**config.mk**
```make
export PLATFORM = sky130hd
export DESIGN_NAME = fractal_sync_mp_tx
export DESIGN_NICKNAME = d
export VERILOG_FILES = /design/src/rtl/fractal_sync_pkg.sv /design/src/rtl/fractal_sync_fifo.sv /design/src/rtl/fractal_sync_mp_tx.sv
export SDC_FILE = /design/constraint.sdc
export NUM_CORES = 1
export LEC_CHECK = 0
export ABC_CLOCK_PERIOD_IN_PS = 1700
export CORE_MARGIN = 2
export CORE_UTILIZATION = 51
export DETAILED_ROUTE_END_ITERATION = 16
export PLACE_DENSITY = 0.78
export SYNTH_ARGS = -nofsm -noshare
export SYNTH_HDL_FRONTEND = slang
export SYNTH_SLANG_ARGS = --single-unit
```
**constraint.sdc**
```tcl
create_clock -name clk_i -period 1.7 [get_ports clk_i]
set_input_delay 0.34 -clock clk_i [delete_from_list [all_inputs] [get_ports clk_i]]
set_output_delay 0.34 -clock clk_i [all_outputs]
set_load 0.02 [all_outputs]
```
**src/rtl/fractal_sync_pkg.sv**
```systemverilog
// Shared response types and default widths for the fractal sync tree.
// Input dst carries one routing bit per port below the forwarded dst bits.
package fractal_sync_pkg;

    localparam int unsigned IN_DST_W    = 6;
    localparam int unsigned OUT_DST_W   = 4;
    localparam int unsigned DEF_N_PORTS = 2;

    typedef struct packed {
        logic                wake;
        logic [IN_DST_W-1:0] dst;
        logic                error;
    } fsync_rsp_in_t;

    typedef struct packed {
        logic                 wake;
        logic [OUT_DST_W-1:0] dst;
        logic                 error;
    } fsync_rsp_out_t;

endpackage

```
**src/rtl/fractal_sync_fifo.sv**
```systemverilog
// Small synchronous FIFO with combinational head output.
// A push into a full FIFO is accepted only when a pop happens in the same cycle.
module fractal_sync_fifo #(
    parameter int unsigned DEPTH  = 2,
    parameter type         data_t = logic
) (
    input  logic                         clk_i,
    input  logic                         rst_ni,
    input  logic                         push_i,
    input  data_t                        data_i,
    input  logic                         pop_i,
    output logic                         valid_o,
    output data_t                        data_o,
    output logic                         full_o,
    output logic [$clog2(DEPTH+1)-1:0]   level_o
);
    import fractal_sync_pkg::*;

    localparam int unsigned LVL_W = $clog2(DEPTH + 1);
    localparam int unsigned PTR_W = (DEPTH > 1) ? $clog2(DEPTH) : 1;

    logic [PTR_W-1:0] r_wr;
    logic [PTR_W-1:0] r_rd;
    logic [LVL_W-1:0] r_cnt;
    data_t            r_mem [DEPTH];

    logic w_empty;
    logic w_full;
    logic w_pop;
    logic w_push;

    function automatic logic [PTR_W-1:0] nxt(input logic [PTR_W-1:0] p);
        return (p == PTR_W'(DEPTH - 1)) ? '0 : p + PTR_W'(1);
    endfunction

    assign w_empty = (r_cnt == '0);
    assign w_full  = (r_cnt == LVL_W'(DEPTH));
    assign w_pop   = pop_i & ~w_empty;
    assign w_push  = push_i & (~w_full | w_pop);

    always_ff @(posedge clk_i or negedge rst_ni) begin
        if (!rst_ni) begin
            r_wr  <= '0;
            r_rd  <= '0;
            r_cnt <= '0;
        end else begin
            if (w_push) r_wr <= nxt(r_wr);
            if (w_pop)  r_rd <= nxt(r_rd);
            if (w_push && !w_pop)      r_cnt <= r_cnt + LVL_W'(1);
            else if (w_pop && !w_push) r_cnt <= r_cnt - LVL_W'(1);
        end
    end

    // Storage is not reset; the empty gate on data_o hides stale entries.
    always_ff @(posedge clk_i) begin
        if (w_push) r_mem[r_wr] <= data_i;
    end

    assign valid_o = ~w_empty;
    assign data_o  = w_empty ? '0 : r_mem[r_rd];
    assign full_o  = w_full;
    assign level_o = r_cnt;

endmodule

```
**src/rtl/fractal_sync_mp_tx.sv**
```systemverilog
// Multi-port sync response transmitter: fans one response out to per-port
// FIFOs selected by the low dst bits, with sticky overflow and drop counters.
module fractal_sync_mp_tx #(
    parameter type fsync_rsp_in_t  = fractal_sync_pkg::fsync_rsp_in_t,
    parameter type fsync_rsp_out_t = fractal_sync_pkg::fsync_rsp_out_t,
    parameter int unsigned N_PORTS    = fractal_sync_pkg::DEF_N_PORTS,
    parameter int unsigned FIFO_DEPTH = 2,
    parameter bit          COMB_IN    = 1'b0,
    parameter int unsigned CNT_W      = 8
) (
    input  logic                                          clk_i,
    input  logic                                          rst_ni,
    input  fsync_rsp_in_t                                 rsp_i,
    input  logic                                          clear_i,
    output logic           [N_PORTS-1:0]                  valid_o,
    output fsync_rsp_out_t [N_PORTS-1:0]                  rsp_o,
    input  logic           [N_PORTS-1:0]                  ready_i,
    output logic [N_PORTS-1:0][$clog2(FIFO_DEPTH+1)-1:0]  level_o,
    output logic           [N_PORTS-1:0]                  overflow_o,
    output logic [N_PORTS-1:0][CNT_W-1:0]                 drop_cnt_o
);
    import fractal_sync_pkg::*;

    // wake and error are single bits; the rest of each struct is dst.
    localparam int unsigned IN_DW  = $bits(fsync_rsp_in_t) - 2;
    localparam int unsigned OUT_DW = $bits(fsync_rsp_out_t) - 2;

    if (FIFO_DEPTH == 0 || N_PORTS == 0 || OUT_DW + N_PORTS != IN_DW)
    begin : g_param_err
        $error("fractal_sync_mp_tx: bad FIFO_DEPTH, N_PORTS or dst widths");
    end

    fsync_rsp_out_t     w_pay_d;
    fsync_rsp_out_t     w_pay;
    logic [N_PORTS-1:0] w_push_d;
    logic [N_PORTS-1:0] w_push;
    logic [N_PORTS-1:0] w_pop;
    logic [N_PORTS-1:0] w_full;
    logic [N_PORTS-1:0] w_drop;

    always_comb begin
        w_pay_d       = '0;
        w_pay_d.wake  = rsp_i.wake;
        w_pay_d.error = rsp_i.error;
        w_pay_d.dst   = OUT_DW'(rsp_i.dst >> N_PORTS);
        for (int p = 0; p < N_PORTS; p++) begin
            w_push_d[p] = rsp_i.wake & rsp_i.dst[p];
        end
    end

    if (COMB_IN) begin : g_comb_in
        assign w_pay  = w_pay_d;
        assign w_push = w_push_d;
    end else begin : g_reg_in
        fsync_rsp_out_t     r_pay;
        logic [N_PORTS-1:0] r_push;

        always_ff @(posedge clk_i or negedge rst_ni) begin
            if (!rst_ni) begin
                r_pay  <= '0;
                r_push <= '0;
            end else begin
                if (rsp_i.wake) r_pay <= w_pay_d;
                r_push <= w_push_d;
            end
        end

        assign w_pay  = r_pay;
        assign w_push = r_push;
    end

    assign w_pop  = ready_i & valid_o;
    assign w_drop = w_push & w_full & ~w_pop;

    for (genvar p = 0; p < N_PORTS; p++) begin : g_port
        logic             r_ov;
        logic [CNT_W-1:0] r_cnt;

        fractal_sync_fifo #(
            .DEPTH  (FIFO_DEPTH),
            .data_t (fsync_rsp_out_t)
        ) u_fifo (
            .clk_i   (clk_i),
            .rst_ni  (rst_ni),
            .push_i  (w_push[p]),
            .data_i  (w_pay),
            .pop_i   (ready_i[p]),
            .valid_o (valid_o[p]),
            .data_o  (rsp_o[p]),
            .full_o  (w_full[p]),
            .level_o (level_o[p])
        );

        // A drop in the clearing cycle still counts as the first new drop.
        always_ff @(posedge clk_i or negedge rst_ni) begin
            if (!rst_ni) begin
                r_ov  <= 1'b0;
                r_cnt <= '0;
            end else if (clear_i) begin
                r_ov  <= w_drop[p];
                r_cnt <= w_drop[p] ? CNT_W'(1) : '0;
            end else if (w_drop[p]) begin
                r_ov <= 1'b1;
                if (r_cnt != '1) r_cnt <= r_cnt + CNT_W'(1);
            end
        end

        assign overflow_o[p] = r_ov;
        assign drop_cnt_o[p] = r_cnt;
    end

endmodule

```
Yosys cells after proc, flatten, opt, wreduce, memory -nomap -nowiden
Memories as Yosys holds them, arrays and structs flattened. Cells that the tools add are included.

Word-level logic and storage cells: 90. Bits of input ports: 13. Output and inout port bits: 36. Register bits after elaboration: 34. Memories kept: 2. Memory bits (writable): 24.

Mux-type cells: 26. Bitwise gates (word level): 16. Eq/ne operators: 4. $add $sub $neg: 10. Reduce and logical (&&, ||, !) cells: 18.

Memory list: g_port[0].u_fifo.r_mem (depth 2, bits a word 6, rd ports 1, clocked after Yosys merged registers in 0, wr ports 1, line fractal_sync_fifo.sv:25) `data_t r_mem [DEPTH];`; g_port[1].u_fifo.r_mem (depth 2, bits a word 6, rd ports 1, clocked after Yosys merged registers in 0, wr ports 1, line fractal_sync_fifo.sv:25).

Operators by type and width (count): 2-to-1 mux 8 bit (6); adder 8 x 1 -> 8 bit, second input constant (2); inequality test 8 bit, second input constant (2); 2-to-1 mux 1 bit (14); 2-to-1 mux 6 bit (2); nonzero test 2 bit (6); 2-to-1 mux 2 bit (4); AND 1 bit (6); AND 2 bit (3); adder 1 bit, second input constant (4); adder 2 x 1 -> 2 bit, second input constant (2); equality test 2 bit, second input constant (2); logical AND 1 bit (4); zero test 1 bit (4); zero test 2 bit (2); NOT 1 bit (4); AND reduction 2 bit (2); subtractor 2 x 1 -> 2 bit, second input constant (2); NOT 2 bit (1); OR 1 bit (2).

Depth between registers and ports, before layout
Gate-level depths: netlist (run 1).

Depth after elaboration: 9. Gate-level depth with buffers: 7. Depth with buffers taken out: 7.

Cells and area by module
Synthesis (run 1) repeated with hierarchy kept, for this count alone.

Cells, all modules: 217. Area, all modules: 2641.3 um^2.

Modules (own cells, without submodules): fractal_sync_fifo (times used 2, area an instance 669.4 um^2, cells an instance 46, sequential area each 460.4 um^2); fractal_sync_mp_tx (times used 1, area an instance 1302.5 um^2, cells an instance 125, sequential area each 650.6 um^2).

Worst setup path before layout (run 1)
Ideal clock, no wire load.

Kind: reg2reg. From: reg g_port[1].u_fifo.r_cnt[1]. To: reg g_port[1].u_fifo.r_cnt[1]. Cell stages (with the launch flop): 8. Arrival: 1653 ps. Slack: -33 ps. Setup time: 80 ps. Path buffers: 0. Clock period less this slack: 1733 ps. Required time: 1620 ps. Cells stage by stage: dfrtp_1 -> inv_1 -> o31ai_1 -> inv_1 -> ha_1 -> xor2_1 -> nor2_1 -> xnor2_1.

Word-level cells in the longest chain between the ends: 8. Elaborated cells between the ends (all ways): 16. Those cells by class: add/sub: 2; eq/ne: 1; mux: 2; bitwise: 5; reduce/logical: 6.

RTL lines: start, declared (line fractal_sync_fifo.sv:24) `logic [LVL_W-1:0] r_cnt;`; start signal, assigned (line fractal_sync_fifo.sv:49) `if (w_push && !w_pop) r_cnt <= r_cnt + LVL_W'(1);`; start signal, assigned (line fractal_sync_fifo.sv:50) `else if (w_pop && !w_push) r_cnt <= r_cnt - LVL_W'(1);`; zero test 2 bit (line fractal_sync_fifo.sv:36) `assign w_empty = (r_cnt == '0);`; NOT 1 bit (line fractal_sync_fifo.sv:38) `assign w_pop = pop_i & ~w_empty;`; AND 1 bit (line fractal_sync_fifo.sv:38); OR 1 bit (line fractal_sync_fifo.sv:39) `assign w_push = push_i & (~w_full | w_pop);`; AND 1 bit (line fractal_sync_fifo.sv:39); zero test 1 bit (line fractal_sync_fifo.sv:50); logical AND 1 bit (line fractal_sync_fifo.sv:50); nonzero test 2 bit (no source line).

Parallel ways exist; a longest one is shown, timed or not. The select of a mux whose other input is x is not followed. A chain may end at the register's enable or synchronous reset.

==> results of run 1 <==
critical path: stages, from the launching register on:
cell	delay (ns)
dfrtp_2	0.47
buf_4	0.16
mux2i_1	0.10
nor2_1	0.12
buf_4	0.16
per-stage QoR:
step	std cells	hold slack (ns)
2_1_floorplan	208	0.0444
3_3_place_gp	333	0.475
3_5_place_dp	333	0.484
4_1_cts	350	0.433
5_1_grt	351	0.468
6_report	351	0.433
cells by family after synthesis:
logic type | Yosys count | synth area share, %
flip-flops | 58 | 60.8
buffers and inverters | 19 | 3.34
AND/OR/NAND/NOR | 70 | 15.0
XOR/XNOR | 15 | 5.08
multiplexers | 22 | 8.76
adder cells (fa/ha/maj) | 4 | 1.94
AO/OA/AOI/OAI | 20 | 5.13
layout by cell type (no fill, tap or decap), types with 2 or more instances in the layout:
master / count
dfrtp_1: 32
nor2_1: 29
edfxtp_1: 24
buf_4: 22
mux2i_1: 17
dlygate4sd2_1: 17
clkdlybuf4s50_1: 14
inv_1: 10
clkbuf_8: 9
nand2_1: 8
xnor2_1: 8
xor2_1: 7
buf_2: 7
o211ai_1: 6
mux2_2: 5
o21ai_0: 5
and2_1: 4
nand3_1: 4
ha_1: 4
clkbuf_2: 4
nor3_1: 3
a21oi_1: 3
and3_1: 3
nor4_1: 3
clkbuf_1: 3
dlymetal6s2s_1: 3
nor2_2: 2
o31ai_4: 2
nand3b_1: 2
clkinv_2: 2
dfrtp_2: 2
worst min-delay path by stage:
stage | start | endpoint | slack, ns | cells after the start
after floorplan | rst_ni | g_port[0].r_cnt[0] | 0.04 | 0
after global placement | g_port[0].u_fifo.r_wr | g_port[0].u_fifo.r_wr | 0.48 | 1
after detailed placement | g_port[0].u_fifo.r_wr | g_port[0].u_fifo.r_wr | 0.48 | 1
after CTS | rst_ni | g_port[0].u_fifo.r_wr | 0.43 | 2
after global routing | rst_ni | g_port[0].r_cnt[4] | 0.47 | 2
final | rst_ni | g_port[0].r_cnt[4] | 0.43 | 2
routing by layer:
metal / vias up / global-route usage (%)
li1: 876 / -
met1: 876 / 26.0
met2: 39 / 31.5
met3: 2 / 6.43
met4: 0 / 7.02
met5: - / 0
area by class of cell:
cell class                      count  area (um^2)  area share [%]
Sequential cell                    58         1570            46.3
Multi-Input combinational cell    131          960            28.2
Timing Repair Buffer               69          569            16.7
Clock buffer                       12          135            3.97
Tap cell                           67         83.8            2.46
Clock inverter                      4         43.8            1.29
Inverter                           10         37.5            1.10
registers in the layout, summed over array words and instances, names as in the netlist:
register	cells
g_port.u_fifo.r_rd	2
g_port.u_fifo.level_o	4
g_reg_in.r_pay	6
g_port.r_ov	2
g_port.r_cnt	16
g_port.u_fifo.r_wr	2
g_port.u_fifo.r_mem	24
g_reg_in.r_push	2
power by group through the flow:
stage | combinational, mW | sequential, mW | clock [mW]
floorplan | 0.902 | 1.90 | 0
global placement | 1.71 | 1.86 | 0
detailed placement | 1.74 | 1.88 | 0
CTS | 1.64 | 1.86 | 1.19
global route | 1.76 | 1.89 | 1.25
finish | 1.61 | 1.86 | 1.16
timing repair:
item	4_1_cts	5_1_grt
setup buffers	1	2
gates resized for setup	61	21
cloned	0	0
endpoints found under the setup margin	31	30
pin swaps	0	1
==> metrics.txt, run 1 <==
status completed; H-tree Lvls 3; Worst Tran Pin Value ~0.5 ns; Post-CTS Hold Buffers 0; Yosys warning count 0; Max Cap Viol 0; Clk Latency, worst-skew pair around 0.32 ns; total power around 4.6 mW; Initial Util approximately 54%; CTS root buffer clkbuf_8; leakage dissipation 1.52 nW; ranking of synthesized cells by area dfrtp_1, edfxtp_1, mux2i_1, nor2_1, xnor2_1; min cycle time layout 1.68 ns; worst setup path class reg -> out; R2R depth 7; FF-to-FF Start g_port[0].u_fifo.level_o[1]; Synth cell types 37; vias approximately 1800; EDFF count, synth 24; setup TNS 0 ns; DR DRC count 0; RePlAce Congestion 0.833; WL met2 around 2.5 mm; final wirelength about 5 mm; final hold vios 0; number of global-route vias before repair ~1800; first-pass detailed-route iteration total 4; area share of the largest cell type after synthesis 32.9%; mapped cell area ~0.0026 mm^2; CTS tree done; Period Utilization, post-route a little over nine tenths; Worst setup startpoint g_port[0].u_fifo.r_rd; gr usage total approximately 20%; most frequent cell after synthesis dfrtp_1; CP Capture Point rsp_o[5]; Iteration-0 DRC Markers around 120; combinational power share 34.8%; # diodes 0; final core occ between 70% and 80%; clock power share roughly a quarter; Final HPWL DP roughly 3.4 mm; Max Buffers Root-to-Sink 2; final instance area roughly 0.0034 mm^2; Post-Synthesis Cells between 200 and 250; Pint slightly above 3 mW; M1 WL ~2.2 mm; VDD IR max between 0.0007 and 0.0008 V; Worst-path clk slew roughly 0.07 ns; FF+latch count, synth 58; GR Overflow Total 0; P per Cell Area ~1400 mW/mm^2; via/cell ratio 5.11; worst hold path class in -> async; Inserted Clock Buffers 9; Max Slew Vio Count 0; placed cell area between 0.003 and 0.004 mm^2; Avg WL per Cell 14.1 um; worst reg2reg endpoint g_port[0].u_fifo.level_o[1]; Worst EP required ~1.4 ns; Main synth FF type dfrtp_1; Post-synth top cells dfrtp_1, nor2_1, edfxtp_1, mux2i_1, inv_1; Relative slew margins between 60 and 70%; site row count 25; switching power approximately 1.5 mW; first-pass GRT wire length roughly 8.2 mm; final-report setup violation count 0; TritonCTS Sinks 58; Syn Nets approximately 230; R2R Setup Slk ~0.1 ns; Routed met3 length 169 um; DP Worst Slack -0.243 ns; Setup crit start kind flip-flop; total die area 0.00565 mm^2; area leader, netlist dfrtp_1; Max Clk Rate between 500 and 600 MHz; Area Overhead vs Synth 31.7%; Filler Cells Inserted 365; sequential area share after synthesis 60.8%; max layer used met4; width of the die approximately 75 um; async set-reset flop share out of synthesis 58.6%; Flop pwr share 40.2%; Net Sw Frac between 30% and 40%; Clock Skew 0.00761 ns; antenna-violating nets left 0; core region area approximately 0.0048 mm^2; Mean Syn Cell Area about 12 um^2; largest net degree at the start of global routing 35; Top Ports 49; die height 75.2 um; crit path DAT approximately 1.3 ns; Setup crit end kind primary output; share of cells above drive strength 1 between 20% and 30%; Final WS setup between 0.015 and 0.02 ns; Critical Path Fanout Max 7; RSZ-0062 raised after global routing true; antenna violations before repair 0; IO Port Bufs 48; Final nets about 300
No activity file was read; power rests on OpenSTA's default activity.
==> inputs of run 2 (changes only) <==
--- a/config.mk
+++ b/config.mk
@@ -7,9 +7,9 @@
 export LEC_CHECK = 0
 export ABC_CLOCK_PERIOD_IN_PS = 1700
 export CORE_MARGIN = 2
-export CORE_UTILIZATION = 51
+export CORE_UTILIZATION = 40
 export DETAILED_ROUTE_END_ITERATION = 16
-export PLACE_DENSITY = 0.78
+export SETUP_SLACK_MARGIN = 0.5
 export SYNTH_ARGS = -nofsm -noshare
 export SYNTH_HDL_FRONTEND = slang
 export SYNTH_SLANG_ARGS = --single-unit
==> run 2 against run 1 <==
Effect of this change: via count rose by 7.8%; hold slack got worse by 0.045 ns; fmax up 4.7%; combinational power up 51%; die area grew 26%; wire length rose by 15%; flip-flop and latch count unchanged; worst setup slack gained 0.076 ns; cell area is 24% higher; first-iteration DRC count down 43%; utilization decreased by 3.7 points; final cell count rose by 13%.
==> metrics.txt, run 2 (synthesis gave the netlist of run 1 again) <==
DP Worst Slack -0.157 ns; CP top delay family flip-flops; clock power share roughly 24%; Initial Util between 40% and 50%; antenna-violating nets left 0; max FFs per register 24; VDD IR max 0.000821 V; # diodes 0; P per Cell Area 1360 mW/mm^2; GRT Max-Usage Layer met2; Worst setup startpoint g_port[1].u_fifo.r_rd; placed cell area about 0.0035 mm^2; share of cells above drive strength 1 between 50 and 60%; final instance area between 0.004 and 0.005 mm^2; largest net degree at the start of global routing 35; first-pass GRT wire length 8.96 mm; Max Buffers Root-to-Sink 2; die height 84.4 um; Placed Cells 346; switching power ~1.8 mW; Regs by FF count g_port.u_fifo.r_mem x24, g_port.r_cnt x16, g_reg_in.r_pay x6; H-tree Lvls 3; max incr delay on CP 0.49 ns; Min Hold Slack a little under 0.4 ns; Final nets 332; combinational power share 42.2%; RSZ-0062 raised after global routing true; Clk Latency, worst-skew pair about 0.32 ns; setup TNS 0 ns; first-pass detailed-route iteration total 4; gr usage total between 15 and 20%; Worst EP required approximately 1.4 ns; IO Port Bufs 48; WP buf/inv 1; total die area slightly above 0.007 mm^2; CTS root buffer clkbuf_8; Max Cap Viol 0; Max Clk Rate just over 600 MHz; min cycle time layout roughly 1.6 ns; Pint roughly 4 mW; DR DRC count 0; Worst Tran Pin Value 0.416 ns; most flop-heavy register g_port.u_fifo.r_mem; met3 usage under 10%; GR Overflow Total 0; Flop pwr share 33.7%; Net Sw Frac between 30% and 40%; antenna violations before repair 0; met2 usage between 20 and 30%; Final HPWL DP approximately 3.5 mm; vias around 1900; Clock Skew ~0.008 ns; Worst-path clk slew 0.06 ns; Avg WL per Cell roughly 14 um; Max Slew Vio Count 0; TritonCTS Sinks 58; crit path DAT about 1.3 ns; width of the die ~84 um; worst setup path class reg -> out; Inserted Clock Buffers 9; core region area ~0.0063 mm^2; Iteration-0 DRC Markers 66; total power about 5.7 mW; Relative slew margins between 70% and 80%; Worst path slowest cell dfrtp_2; Final WS setup between 0.09 and 0.1 ns; Top Ports slightly below 50; CTS tree done; final core occ between 60% and 70%; worst hold path class in -> async; crit-path cells mux2i_2 > nor2_2 > buf_6; status completed; via/cell ratio about 5; Critical Path Fanout Max 7; site row count 29; FF-to-FF Start g_port[0].u_fifo.level_o[0]; commonest non-fill, non-tap cell in the layout buf_6; final-report setup violation count 0; leakage dissipation between 1.5 and 2 nW; Setup crit start kind flip-flop; Area Overhead vs Synth 63.4%; RePlAce Congestion 0.774; most frequent cells in the layout buf_6, buf_4, edfxtp_1; Setup crit end kind primary output; M1 GR Usage a little over a fifth; Post-CTS Hold Buffers 0; Final Non-Filler Cells roughly 400; number of global-route vias before repair 1870; final wirelength between 5 and 6 mm; final hold vios 0; Period Utilization, post-route roughly 94%
==> run 2: changes by cell type in the layout (fill, tap and decap cells not counted), sizes merged <==
cell | before | now
buf | 30 | 93
dlygate4sd2 | 17 | 3
clkbuf | 16 | 11
clkdlybuf4s50 | 14 | 9
dlymetal6s2s | 3 | 0
bufinv | 1 | 2
clkdlybuf4s15 | 1 | 0
clkinv | 3 | 2
clkinvlp | 0 | 1
==> run 2: cell type report <==
type / count / area, um^2
fill: 467 / 2090
sequential: 58 / 1590
multi-input combinational: 131 / 1220
timing repair buffer: 105 / 1050
clock buffer: 11 / 141
tap: 77 / 96.3
clock inverter: 5 / 77.6
inverter: 10 / 42.5
==> run 2: path summary, 6_finish.rpt <==
check	endpoint	slack (ns)	cells past startpoint
setup / recovery	rsp_o[10]	0.1	3
hold / removal	g_port[0].r_cnt[7]	0.39	2
setup reg to reg	g_port[0].r_cnt[5]	0.13	5
hold reg to reg	g_port[0].u_fifo.r_mem[0][4]	0.52	0
max in group asynchronous	g_port[0].r_cnt[0]	1.11	2
min in group clk_i	g_port[0].u_fifo.r_mem[0][4]	0.52	0
==> run 2: layer usage <==
| metal | up-vias | share of wire [%] |
|---|---|---|
| li1 | 947 | - |
| met1 | 932 | 46 |
| met2 | 45 | 49 |
| met3 | 8 | 4.3 |
| met4 | 0 | 1.3 |
| met5 | - | 0 |
==> run 2: worst register-to-register path, delay by kind of cell, from the launching register on <==
kind | cells | cell delay [ns]
and+or+nand+nor | 2 | 0.74
AOI/OAI and AO/OA | 2 | 0.19
DFF | 1 | 0.43
buffers and inverters | 1 | 0.14
==> run 2: power groups by stage <==
stage | Clock (mW) | Combinational (mW) | Sequential (mW)
finish | 1.38 | 2.43 | 1.94
global route | 1.49 | 2.58 | 1.97
CTS | 1.42 | 2.14 | 1.93
detailed placement | 0 | 1.85 | 1.92
global placement | 0 | 1.83 | 1.91
floorplan | 0 | 1.05 | 1.96
==> run 2: what timing repair did <==
item                                    CTS  global route
endpoints found under the setup margin   86            83
pin swaps                                17             9
gates cloned                              0             0
gates resized for setup                 241            33
buffers inserted                         22            13
